<file path="src/rtl/cpu_pkg.sv">
// Shared CPU definitions for the instruction-fetch stage: FSM states and fetch constants.
package cpu_pkg;

  typedef enum logic [1:0] {
    REQ  = 2'd0,
    WAIT = 2'd1,
    DROP = 2'd2
  } fetch_state_t;

  localparam logic [31:0] NOP_INSTR        = 32'h0000_0013;
  localparam int unsigned INSTR_BYTES      = 4;
  localparam logic [31:0] RESET_PC_DEFAULT = 32'h0000_0000;

endpackage

</file>
<file path="src/rtl/fetch_unit_if.sv">
// Instruction-memory request/response bus: fetch side is master, memory is slave.
interface fetch_unit_if #(
  parameter int DATA_WIDTH = 32,
  parameter int ADDR_WIDTH = 32
);

  logic                  imem_req;
  logic [ADDR_WIDTH-1:0] imem_addr;
  logic                  imem_rvalid;
  logic [DATA_WIDTH-1:0] imem_rdata;

  modport master (
    output imem_req,
    output imem_addr,
    input  imem_rvalid,
    input  imem_rdata
  );

  modport slave (
    input  imem_req,
    input  imem_addr,
    output imem_rvalid,
    output imem_rdata
  );

endinterface

</file>
<file path="src/rtl/fetch_unit_if_id_reg.sv">
// IF/ID pipeline register: captures a fetched word with its PC, cleared by consume or flush.
module if_id_reg
  import cpu_pkg::*;
#(
  parameter int DATA_WIDTH = 32,
  parameter int ADDR_WIDTH = 32
) (
  input  logic                  i_clk,
  input  logic                  i_rst,
  input  logic                  i_load,
  input  logic                  i_consume,
  input  logic                  i_flush,
  input  logic [DATA_WIDTH-1:0] i_instr,
  input  logic [ADDR_WIDTH-1:0] i_pc,
  output logic [DATA_WIDTH-1:0] o_instr,
  output logic [ADDR_WIDTH-1:0] o_pc,
  output logic [ADDR_WIDTH-1:0] o_pc_plus4,
  output logic                  o_valid
);

  // Flush outranks load, and a load in the same cycle as consumption keeps the register live.
  always_ff @(posedge i_clk) begin
    if (i_rst) begin
      o_instr    <= DATA_WIDTH'(NOP_INSTR);
      o_pc       <= '0;
      o_pc_plus4 <= '0;
      o_valid    <= 1'b0;
    end else if (i_flush) begin
      o_instr <= DATA_WIDTH'(NOP_INSTR);
      o_valid <= 1'b0;
    end else if (i_load) begin
      o_instr    <= i_instr;
      o_pc       <= i_pc;
      o_pc_plus4 <= i_pc + ADDR_WIDTH'(INSTR_BYTES);
      o_valid    <= 1'b1;
    end else if (i_consume) begin
      o_valid <= 1'b0;
    end else begin
      o_valid <= o_valid;
    end
  end

endmodule

</file>
<file path="src/rtl/fetch_unit.sv">
// Instruction-fetch stage: owns the fetch PC, keeps one memory request in flight and
// fills the IF/ID register, discarding a response made stale by a redirect.
module fetch_unit
  import cpu_pkg::*;
#(
  parameter int                    DATA_WIDTH = 32,
  parameter int                    ADDR_WIDTH = 32,
  parameter logic [ADDR_WIDTH-1:0] RESET_PC   = ADDR_WIDTH'(RESET_PC_DEFAULT)
) (
  input  logic                  i_clk,
  input  logic                  i_rst,
  fetch_unit_if.master          imem,
  input  logic                  i_stall,
  input  logic                  i_redirect,
  input  logic [ADDR_WIDTH-1:0] i_redirect_target,
  output logic [DATA_WIDTH-1:0] o_instr,
  output logic [ADDR_WIDTH-1:0] o_pc,
  output logic [ADDR_WIDTH-1:0] o_pc_plus4,
  output logic                  o_instr_valid
);

  fetch_state_t          r_state;
  fetch_state_t          w_state_next;
  logic [ADDR_WIDTH-1:0] r_pc_q;
  logic [ADDR_WIDTH-1:0] w_pc_next;
  logic [ADDR_WIDTH-1:0] w_target_aligned;
  logic                  w_free;
  logic                  w_req;
  logic                  w_capture;
  logic                  w_consume;

  assign w_target_aligned = i_redirect_target & ~ADDR_WIDTH'(INSTR_BYTES - 1);
  assign w_free           = !o_instr_valid || !i_stall;
  assign w_req            = (r_state == REQ) && w_free && !i_rst && !i_redirect;
  assign w_capture        = (r_state == WAIT) && imem.imem_rvalid && !i_redirect && !i_rst;
  assign w_consume        = o_instr_valid && !i_stall;

  assign imem.imem_req  = w_req;
  assign imem.imem_addr = r_pc_q;

  // Next-state and next-PC decode; redirect overrides the normal flow in every state.
  always_comb begin
    w_state_next = r_state;
    w_pc_next    = r_pc_q;
    if (i_redirect) begin
      w_pc_next = w_target_aligned;
      case (r_state)
        REQ:     w_state_next = REQ;
        WAIT:    w_state_next = imem.imem_rvalid ? REQ : DROP;
        DROP:    w_state_next = DROP;
        default: w_state_next = REQ;
      endcase
    end else begin
      case (r_state)
        REQ: begin
          if (w_req) begin
            w_state_next = WAIT;
          end else begin
            w_state_next = REQ;
          end
        end
        WAIT: begin
          if (imem.imem_rvalid) begin
            w_state_next = REQ;
            w_pc_next    = r_pc_q + ADDR_WIDTH'(INSTR_BYTES);
          end else begin
            w_state_next = WAIT;
          end
        end
        DROP: begin
          if (imem.imem_rvalid) begin
            w_state_next = REQ;
          end else begin
            w_state_next = DROP;
          end
        end
        default: w_state_next = REQ;
      endcase
    end
  end

  // FSM state and fetch PC registers.
  always_ff @(posedge i_clk) begin
    if (i_rst) begin
      r_state <= REQ;
      r_pc_q  <= RESET_PC;
    end else begin
      r_state <= w_state_next;
      r_pc_q  <= w_pc_next;
    end
  end

  if_id_reg #(
    .DATA_WIDTH (DATA_WIDTH),
    .ADDR_WIDTH (ADDR_WIDTH)
  ) u_if_id_reg (
    .i_clk      (i_clk),
    .i_rst      (i_rst),
    .i_load     (w_capture),
    .i_consume  (w_consume),
    .i_flush    (i_redirect),
    .i_instr    (imem.imem_rdata),
    .i_pc       (r_pc_q),
    .o_instr    (o_instr),
    .o_pc       (o_pc),
    .o_pc_plus4 (o_pc_plus4),
    .o_valid    (o_instr_valid)
  );

endmodule

</file>
<file path="src/flat_wrapper.sv">
// flat-port wrapper written by rule: the top's interface ports become plain ports
module fetch_unit_flat import cpu_pkg::*;
#(
  parameter int                    DATA_WIDTH = 32,
  parameter int                    ADDR_WIDTH = 32,
  parameter logic [ADDR_WIDTH-1:0] RESET_PC   = ADDR_WIDTH'(RESET_PC_DEFAULT)
)
  (i_clk, i_rst, i_stall, i_redirect, i_redirect_target, o_instr, o_pc, o_pc_plus4, o_instr_valid, imem_imem_req, imem_imem_addr, imem_imem_rvalid, imem_imem_rdata);
  fetch_unit_if #(.DATA_WIDTH(DATA_WIDTH), .ADDR_WIDTH(ADDR_WIDTH)) imem_i ();
  input  logic i_clk;
  input  logic i_rst;
  input  logic i_stall;
  input  logic i_redirect;
  input  logic [ADDR_WIDTH-1:0] i_redirect_target;
  output logic [DATA_WIDTH-1:0] o_instr;
  output logic [ADDR_WIDTH-1:0] o_pc;
  output logic [ADDR_WIDTH-1:0] o_pc_plus4;
  output logic o_instr_valid;
  output wire logic [$bits(imem_i.imem_req)-1:0] imem_imem_req;
  output wire logic [$bits(imem_i.imem_addr)-1:0] imem_imem_addr;
  input wire logic [$bits(imem_i.imem_rvalid)-1:0] imem_imem_rvalid;
  input wire logic [$bits(imem_i.imem_rdata)-1:0] imem_imem_rdata;
  assign imem_imem_req = imem_i.imem_req;
  assign imem_imem_addr = imem_i.imem_addr;
  assign imem_i.imem_rvalid = imem_imem_rvalid;
  assign imem_i.imem_rdata = imem_imem_rdata;
  fetch_unit #(.DATA_WIDTH(DATA_WIDTH), .ADDR_WIDTH(ADDR_WIDTH), .RESET_PC(RESET_PC)) u_core (.i_clk(i_clk), .i_rst(i_rst), .imem(imem_i), .i_stall(i_stall), .i_redirect(i_redirect), .i_redirect_target(i_redirect_target), .o_instr(o_instr), .o_pc(o_pc), .o_pc_plus4(o_pc_plus4), .o_instr_valid(o_instr_valid));
endmodule
</file>
<file path="config.mk">
export PLATFORM = sky130hd
export DESIGN_NAME = fetch_unit_flat
export DESIGN_NICKNAME = d
export VERILOG_FILES = /design/src/rtl/cpu_pkg.sv /design/src/rtl/fetch_unit_if.sv /design/src/rtl/fetch_unit_if_id_reg.sv /design/src/rtl/fetch_unit.sv /design/src/flat_wrapper.sv
export SDC_FILE = /design/constraint.sdc
export NUM_CORES = 1
export LEC_CHECK = 0
export BUFFER_PORTS_ARGS = -buffer_cell sky130_fd_sc_hd__buf_2
export CAP_MARGIN = 40
export CORE_AREA = 2 2 138 86
export DETAILED_ROUTE_END_ITERATION = 7
export DIE_AREA = 0 0 140 88
export GPL_TIMING_DRIVEN = 0
export PLACE_DENSITY = 0.79
export SLEW_MARGIN = 20
export SYNTH_ARGS = -nofsm -noshare
export SYNTH_HDL_FRONTEND = slang
export SYNTH_SLANG_ARGS = --single-unit
</file>
<file path="constraint.sdc">
create_clock -name i_clk -period 2.9 [get_ports i_clk]
set_input_delay 0.87 -clock i_clk [delete_from_list [all_inputs] [get_ports i_clk]]
set_output_delay 0.87 -clock i_clk [all_outputs]
set_load 0.005 [all_outputs]
</file>
==> results of run 1 <==
[cell families (layout without fill, tap and decap cells)]
group                      after synthesis  in the layout  synth area share
buffers and inverters                   71            291           0.05768
and+or+nand+nor                        258            258            0.2223
muxes                                    3              3          0.005605
DFF                                    125            125            0.4671
xor gates and xnor gates                46             46           0.07520
adders and majority gates                5              5           0.01168
other                                    1              6         0.0006999
AOI/OAI and AO/OA                      142            142            0.1597
[final cells by class]
type	count	area, µm²	share of cell area
Clock buffer	21	470.5	0.06553
Multi-Input combinational cell	460	2565	0.3573
Timing Repair Buffer	188	940.9	0.1311
Inverter	12	45.04	0.006274
Tap cell	144	180.2	0.02510
Buffer	59	264.0	0.03677
Sequential cell	125	2502	0.3486
Clock inverter	11	211.5	0.02945
[per-stage QoR]
stage	instance area (µm²)	worst slack (ps)	cells	hold WS [ps]
floorplan	5376	594.7	656	441.9
global placement	6497	148.2	988	437.5
detailed placement	6497	117.9	988	443.9
CTS	7179	280.8	1020	451.6
global route	7179	117.4	1020	467.0
finish	7179	218.8	1020	449.0
[flip-flops by register name, indices dropped and copies added (netlist names)]
register	count
u_core.u_if_id_reg.o_instr	32
u_core.u_if_id_reg.o_valid	1
u_core.r_state	2
u_core.u_if_id_reg.o_pc_plus4	30
u_core.u_if_id_reg.o_pc	30
u_core.imem.imem_addr	30
[metal layers]
metal / routed length, µm / track usage / up-vias
met5: 0 / 0 / -
met4: 287 / 0.09642 / 0
met3: 1814 / 0.09896 / 30
met2: 6894 / 0.4044 / 270
met1: 7601 / 0.3647 / 2428
li1: - / - / 2610
[cells in the mapped netlist, types with 2 or more instances]
master,instances,share of area
nand2b_1,2,0.0023
a211oi_1,17,0.024
a22o_1,14,0.023
xor2_1,17,0.028
nor2_1,49,0.034
buf_4,7,0.0098
mux2i_1,3,0.0056
o21ai_0,12,0.011
buf_1,4,0.0028
a21oi_1,75,0.070
nand3_1,15,0.014
or2_2,2,0.0023
ha_1,5,0.012
o22ai_1,8,0.0093
and2_1,2,0.0023
nor3_1,13,0.012
clkbuf_1,40,0.028
buf_2,4,0.0037
and3_1,5,0.0058
nand2_1,136,0.095
nor4_2,2,0.0047
o21a_1,10,0.014
and4_1,3,0.0049
nor4_1,4,0.0047
xnor2_1,29,0.047
nor4_4,2,0.0079
nand4_1,11,0.013
clkbuf_2,3,0.0028
nor2b_1,6,0.0070
dfxtp_1,125,0.47
inv_1,12,0.0084
o21ai_1,3,0.0028
[tightest hold or removal path: stages, from the launching register on]
cell and delay [ps]:
dfxtp_1 300, nand2_1 50, a21oi_1 50
[how the worst max path moves through the flow]
stage,end,depth (start not counted),startpoint
6_report,imem_imem_req,4,i_rst
5_1_grt,u_core.u_if_id_reg.o_instr[14],8,u_core.r_state[1]
4_1_cts,imem_imem_req,4,i_rst
3_5_place_dp,u_core.u_if_id_reg.o_instr[6],7,imem_imem_rvalid
3_3_place_gp,u_core.u_if_id_reg.o_pc[14],6,i_rst
2_1_floorplan,imem_imem_req,3,i_redirect
[cells in the final DEF (no fill, tap or decap), drive strengths merged, types with 8 or more instances in the layout]
| cell type | n |
|---|---|
| nor2 | 49 |
| inv | 12 |
| dfxtp | 125 |
| xnor2 | 29 |
| clkbuf | 64 |
| nand2 | 136 |
| xor2 | 17 |
| a211oi | 18 |
| o21a | 10 |
| nor3 | 14 |
| a22o | 14 |
| nand4 | 12 |
| o22ai | 8 |
| o21ai | 15 |
| buf | 204 |
| a21oi | 75 |
| nor4 | 8 |
| nand3 | 15 |
[power by group through the flow]
stage	Sequential, W	Combinational, W	Clock (W)
after global placement	0.00185	0.000347	0
after CTS	0.00182	0.000353	0.00246
after global routing	0.00182	0.000394	0.00254
final	0.00182	0.000358	0.00245
after floorplan	0.00184	0.000194	0
after detailed placement	0.00185	0.000350	0
==> impl_metrics.tcl, run 1 <==
set metrics [dict create \
    synthesis.area_mm2 0.005358 \
    cp_top_family "simple AND/OR/NAND/NOR gates" \
    cts_tree "built" \
    die_h_um 88 \
    fin_skew_ps 6.856 \
    slew_violations 0 \
    reg2reg_slack_ps 400 \
    post-cts-setup-buffer-count 0 \
    routed_wl_um 16600 \
    drt_iter0_markers 403 \
    fin_crit_sh 0.9245 \
    startpoint_type "primary input" \
    max-slew-margin-rel 0.4778 \
    cellPowerDensity_mw_per_mm2 644.4 \
    required_ps 2030 \
    violations "design-rule violations" \
    grt_setup_unrepaired "false" \
    maxCapViolCount 0 \
    grt_pass1_vias 4970 \
    crit_type "primary input to output port" \
    core-area_mm2 0.01107 \
    synth_edf_count 0 \
    min-delay-start "u_core.u_if_id_reg.o_instr[21]" \
    critical-path-max-stage-delay_ps 410 \
    dr.pass1.iters 7 \
    ctsHoldBuffers 0 \
    setup_viol 0 \
    drc_errors 11 \
    numPortBuffers 188 \
    ys_types 43 \
    hold_viol_final 0 \
    rows 30 \
    r2r-start "u_core.imem.imem_addr[2]" \
    ys.flop_type "dfxtp_1" \
    holdPathEnd "u_core.u_if_id_reg.o_instr[21]" \
    crit_path_end_kind "output port" \
    p_clk_frac 0.530 \
    power_leakage_nw 3.110 \
    final.setup.tns_ps 0 \
    p_comb_frac 0.077 \
    io_pins 199 \
    diodes 0 \
    synth_area_per_cell_um2 8.230 \
    finish.utilization 0.6484 \
    status "complete, but fails checks" \
    fin_nets 937 \
    seq_power_share 0.393 \
    yosysSeqAreaShare 0.4671 \
    cts_root_buf "clkbuf_16" \
    synthCells 651 \
    intPower_w 0.003592 \
    ys_seq_elements 125 \
    path_buf_inv 2 \
    grt-ovfl-total 0 \
    fin_crit_ps 2681 \
    area_growth_pct 34.00 \
    whs_path_depth 2 \
    postRouteAntennaNets 0 \
    vias 5338 \
    dpl.hpwl_um 12000 \
    reg2regPathDepth 6 \
    drive_gt1_frac 0.2785 \
    swShare 0.2236 \
    min-delay-path-class "flip-flop to flip-flop" \
    die_x_um 140 \
    cts_buffers 17 \
    start_util 0.4838 \
    timing.rr.end "u_core.imem.imem_addr[28]" \
    htreeDepth 4 \
    p_total_w 0.004627 \
    antenna_found_initial 0 \
    worst_slew_pin_slew_ps 780.4 \
    ys_warn_count 0 \
    clock_sinks 125 \
    post_cts_resized 0 \
    die_area_mm2 0.01232 \
    ctsLongestPathBuffers 2 \
    ir_drop_mv 0.4511 \
    path_cells "clkbuf_1 > nor2_1 > and3_1 > buf_2" \
    grt_max_degree 17 \
    gp_congestion 0.8673 \
    wl_per_cell_um 16.27 \
    post_drt_via_cell_ratio 5.233 \
    insertion_delay_ps 420 \
    grt_pass1_wl_um 25870 \
    cp.arrival_ps 1810 \
    async_reset_ff_frac 0 \
    critPathMaxFanout 8 \
    clk_pin_slew_ps 50 \
    fill_cells 969 \
    cp_slowest_cell "nor2_1" \
    fmax_mhz 373.0 \
    grt_usage 0.2710 \
    p_sw_w 0.001035 \
]
Power figures use the tool's default switching activity.
==> run 2, diff against run 1 <==
Settings changed: ABC_AREA from default to 1, HOLD_SLACK_MARGIN from default to 0.02, PLACE_DENSITY 0.79 to 0.78.
==> run 2 against run 1 <==
Effect of this change:
- sequential share of layout area is 0.52 points higher
- the run still ends with design-rule violations left
- die area stayed put
- total power is 4.5% lower
- clock power is 7% lower
- highest routed layer unchanged
- critical endpoint unchanged
- final cell count is 7.4% higher
- global-route usage is 0.97 points higher
- register-to-register slack better by 470 ps
- sequential cell count stayed put
- via count is 6.6% higher
- clock-buffer cell count is 2 lower
- combinational power is 13% lower
==> impl_metrics.tcl, run 2 <==
set metrics [dict create \
    status "complete, but fails checks" \
    violations "design-rule violations" \
    synth_area_per_cell_um2 7.290 \
    rows 30 \
    antenna_found_initial 0 \
    die_h_um 88 \
    p_comb_frac 0.070 \
    grt_pass1_vias 5095 \
    min-delay-start "u_core.u_if_id_reg.o_instr[11]" \
    reg2reg_slack_ps 870 \
    timing.rr.end "u_core.u_if_id_reg.o_pc_plus4[28]" \
    start_util 0.4780 \
    ys_types 32 \
    max-slew-margin-rel 0.6084 \
    crit_path_end_kind "output port" \
    ir_drop_mv 0.4063 \
    path_cells "buf_2 > nor2_4 > inv_2 > nor2_1 > buf_2" \
    die_area_mm2 0.01232 \
    dpl.hpwl_um 12850 \
    synth_edf_count 0 \
    ctsHoldBuffers 0 \
    final.setup.tns_ps 0 \
    area_growth_pct 33.64 \
    routed_wl_um 17210 \
    fin_crit_ps 2377 \
    seq_power_share 0.411 \
    post_cts_resized 0 \
    insertion_delay_ps 420 \
    min-delay-path-class "flip-flop to flip-flop" \
    numPortBuffers 188 \
    crit_type "primary input to output port" \
    htreeDepth 4 \
    cp_slowest_cell "buf_2" \
    worst_slew_pin_slew_ps 587.4 \
    critPathMaxFanout 8 \
    synthesis.area_mm2 0.005293 \
    intPower_w 0.003378 \
    hold_viol_final 0 \
    top_register "u_core.u_if_id_reg.o_instr" \
    whs_path_depth 2 \
    async_reset_ff_frac 0 \
    cp.arrival_ps 1510 \
    synth_area_leaders "dfxtp_1 (47%), nand2_1 (13%), o21ai_0 (6.1%)" \
    fin_crit_sh 0.8196 \
    synth_top_area_share 0.4728 \
    required_ps 2030 \
    dr.pass1.iters 8 \
    critical-path-max-stage-delay_ps 250 \
    p_clk_frac 0.518 \
    die_x_um 140 \
    stdcell_count 1095 \
    fin_nets 1012 \
    slew_violations 0 \
    fill_cells 985 \
    drt_iter0_markers 613 \
    cellPowerDensity_mw_per_mm2 624.6 \
    grt-ovfl-total 0 \
    vias 5691 \
    setup_viol 0 \
    cts_buffers 17 \
    finish.utilization 0.6388 \
    clock_sinks 125 \
    design_area_mm2 0.007073 \
    layout_commonest_cell "buf_2" \
    swShare 0.2354 \
    grt_setup_unrepaired "false" \
    grt_pass1_wl_um 26520 \
    startpoint_type "primary input" \
    drc_errors 12 \
    p_sw_w 0.001040 \
    yosysSeqAreaShare 0.4728 \
    fin_skew_ps 9.891 \
    ctsLongestPathBuffers 2 \
    crit_path_start "i_rst" \
    cts_root_buf "clkbuf_16" \
    post_dp_cell_area_mm2 0.006432 \
    timing.final.ws_setup_ps 523.3 \
    post_drt_via_cell_ratio 5.197 \
    clk_pin_slew_ps 60 \
    gp_congestion 0.9488 \
    power_leakage_nw 3.437 \
    maxCapViolCount 0 \
    dp.cells 1063 \
    reg2regPathDepth 10 \
    post-cts-setup-buffer-count 0 \
    dp_slack_ps 531.5 \
    yosysTopAreaCell "dfxtp_1" \
    ys.flop_type "dfxtp_1" \
    synth_most_common_cell "nand2_1" \
    largest_reg_flops 32 \
    io_pins 199 \
    grt_usage 0.2806 \
    cts_tree "built" \
    diodes 0 \
    synthCells 726 \
    final_cell_mix "buf_2 (204), nand2_1 (186), dfxtp_1 (125), nor2_1 (82), o21ai_0 (65)" \
    cp_common_cell "buf_2" \
    drive_gt1_frac 0.2860 \
    core-area_mm2 0.01107 \
    ys_seq_elements 125 \
    grt_max_degree 17 \
    ys_warn_count 0 \
    wl_per_cell_um 15.72 \
    fmax_mhz 420.7 \
    holdPathEnd "u_core.u_if_id_reg.o_instr[11]" \
    postRouteAntennaNets 0 \
    synth_common_cells "nand2_1 (186), dfxtp_1 (125), nor2_1 (82), o21ai_0 (65), a21oi_1 (56)" \
    r2r-start "u_core.imem.imem_addr[2]" \
]
run 2: worst max-delay path: cells and delay by family:
kind / cells / cell delay, ps
simple gates: 2 / 120
buf+inv: 3 / 510
run 2: cell type report:
class                   instances  area (µm²)  area share
flip-flops and latches        125        2502      0.3538
multi-input cells             512        2399      0.3391
repair buffers                188       940.9      0.1330
clock buffers                  19       452.9     0.06404
plain buffers                  43       219.0     0.03096
inverters                      51       191.4     0.02707
clock inverters                13       187.7     0.02653
well taps                     144       180.2     0.02547
run 2: kinds of logic after synthesis:
family / count (synthesis) / synth area share
simple gates: 347 / 0.2790
compound gates: 146 / 0.1449
flops: 125 / 0.4728
buf+inv: 94 / 0.07754
xor+xnor: 8 / 0.01324
fa+ha+maj: 5 / 0.01182
other cells: 1 / 0.0007085
run 2: worst max-delay path by stage:
stage	endpoint	slack [ps]
6_report	imem_imem_req	520
5_1_grt	imem_imem_req	490
4_1_cts	imem_imem_req	530
3_5_place_dp	imem_imem_req	530
3_3_place_gp	imem_imem_req	540
2_1_floorplan	imem_imem_req	690
run 2: power by group through the flow:
| stage | registers [W] | logic (W) | clock network (W) |
|---|---|---|---|
| 3_3_place_gp | 0.00185 | 0.000300 | 0 |
| 4_1_cts | 0.00181 | 0.000307 | 0.00231 |
| 5_1_grt | 0.00182 | 0.000344 | 0.00239 |
| 3_5_place_dp | 0.00185 | 0.000304 | 0 |
| 2_1_floorplan | 0.00184 | 0.000158 | 0 |
| 6_report | 0.00182 | 0.000311 | 0.00229 |
run 2: per-stage QoR:
stage / power (W) / hold slack, ps
after floorplan: 0.002001 / 455.2
after global placement: 0.002150 / 444.4
after detailed placement: 0.002155 / 452.6
after CTS: 0.004430 / 462.6
after global routing: 0.004560 / 480.9
final: 0.004418 / 463.7
run 2: layer usage:
metal / GRT usage / routed length (µm)
met3: 0.1006 / 2115
met4: 0.07713 / 260
met5: 0 / 0
met2: 0.3860 / 6810
met1: 0.4121 / 8023
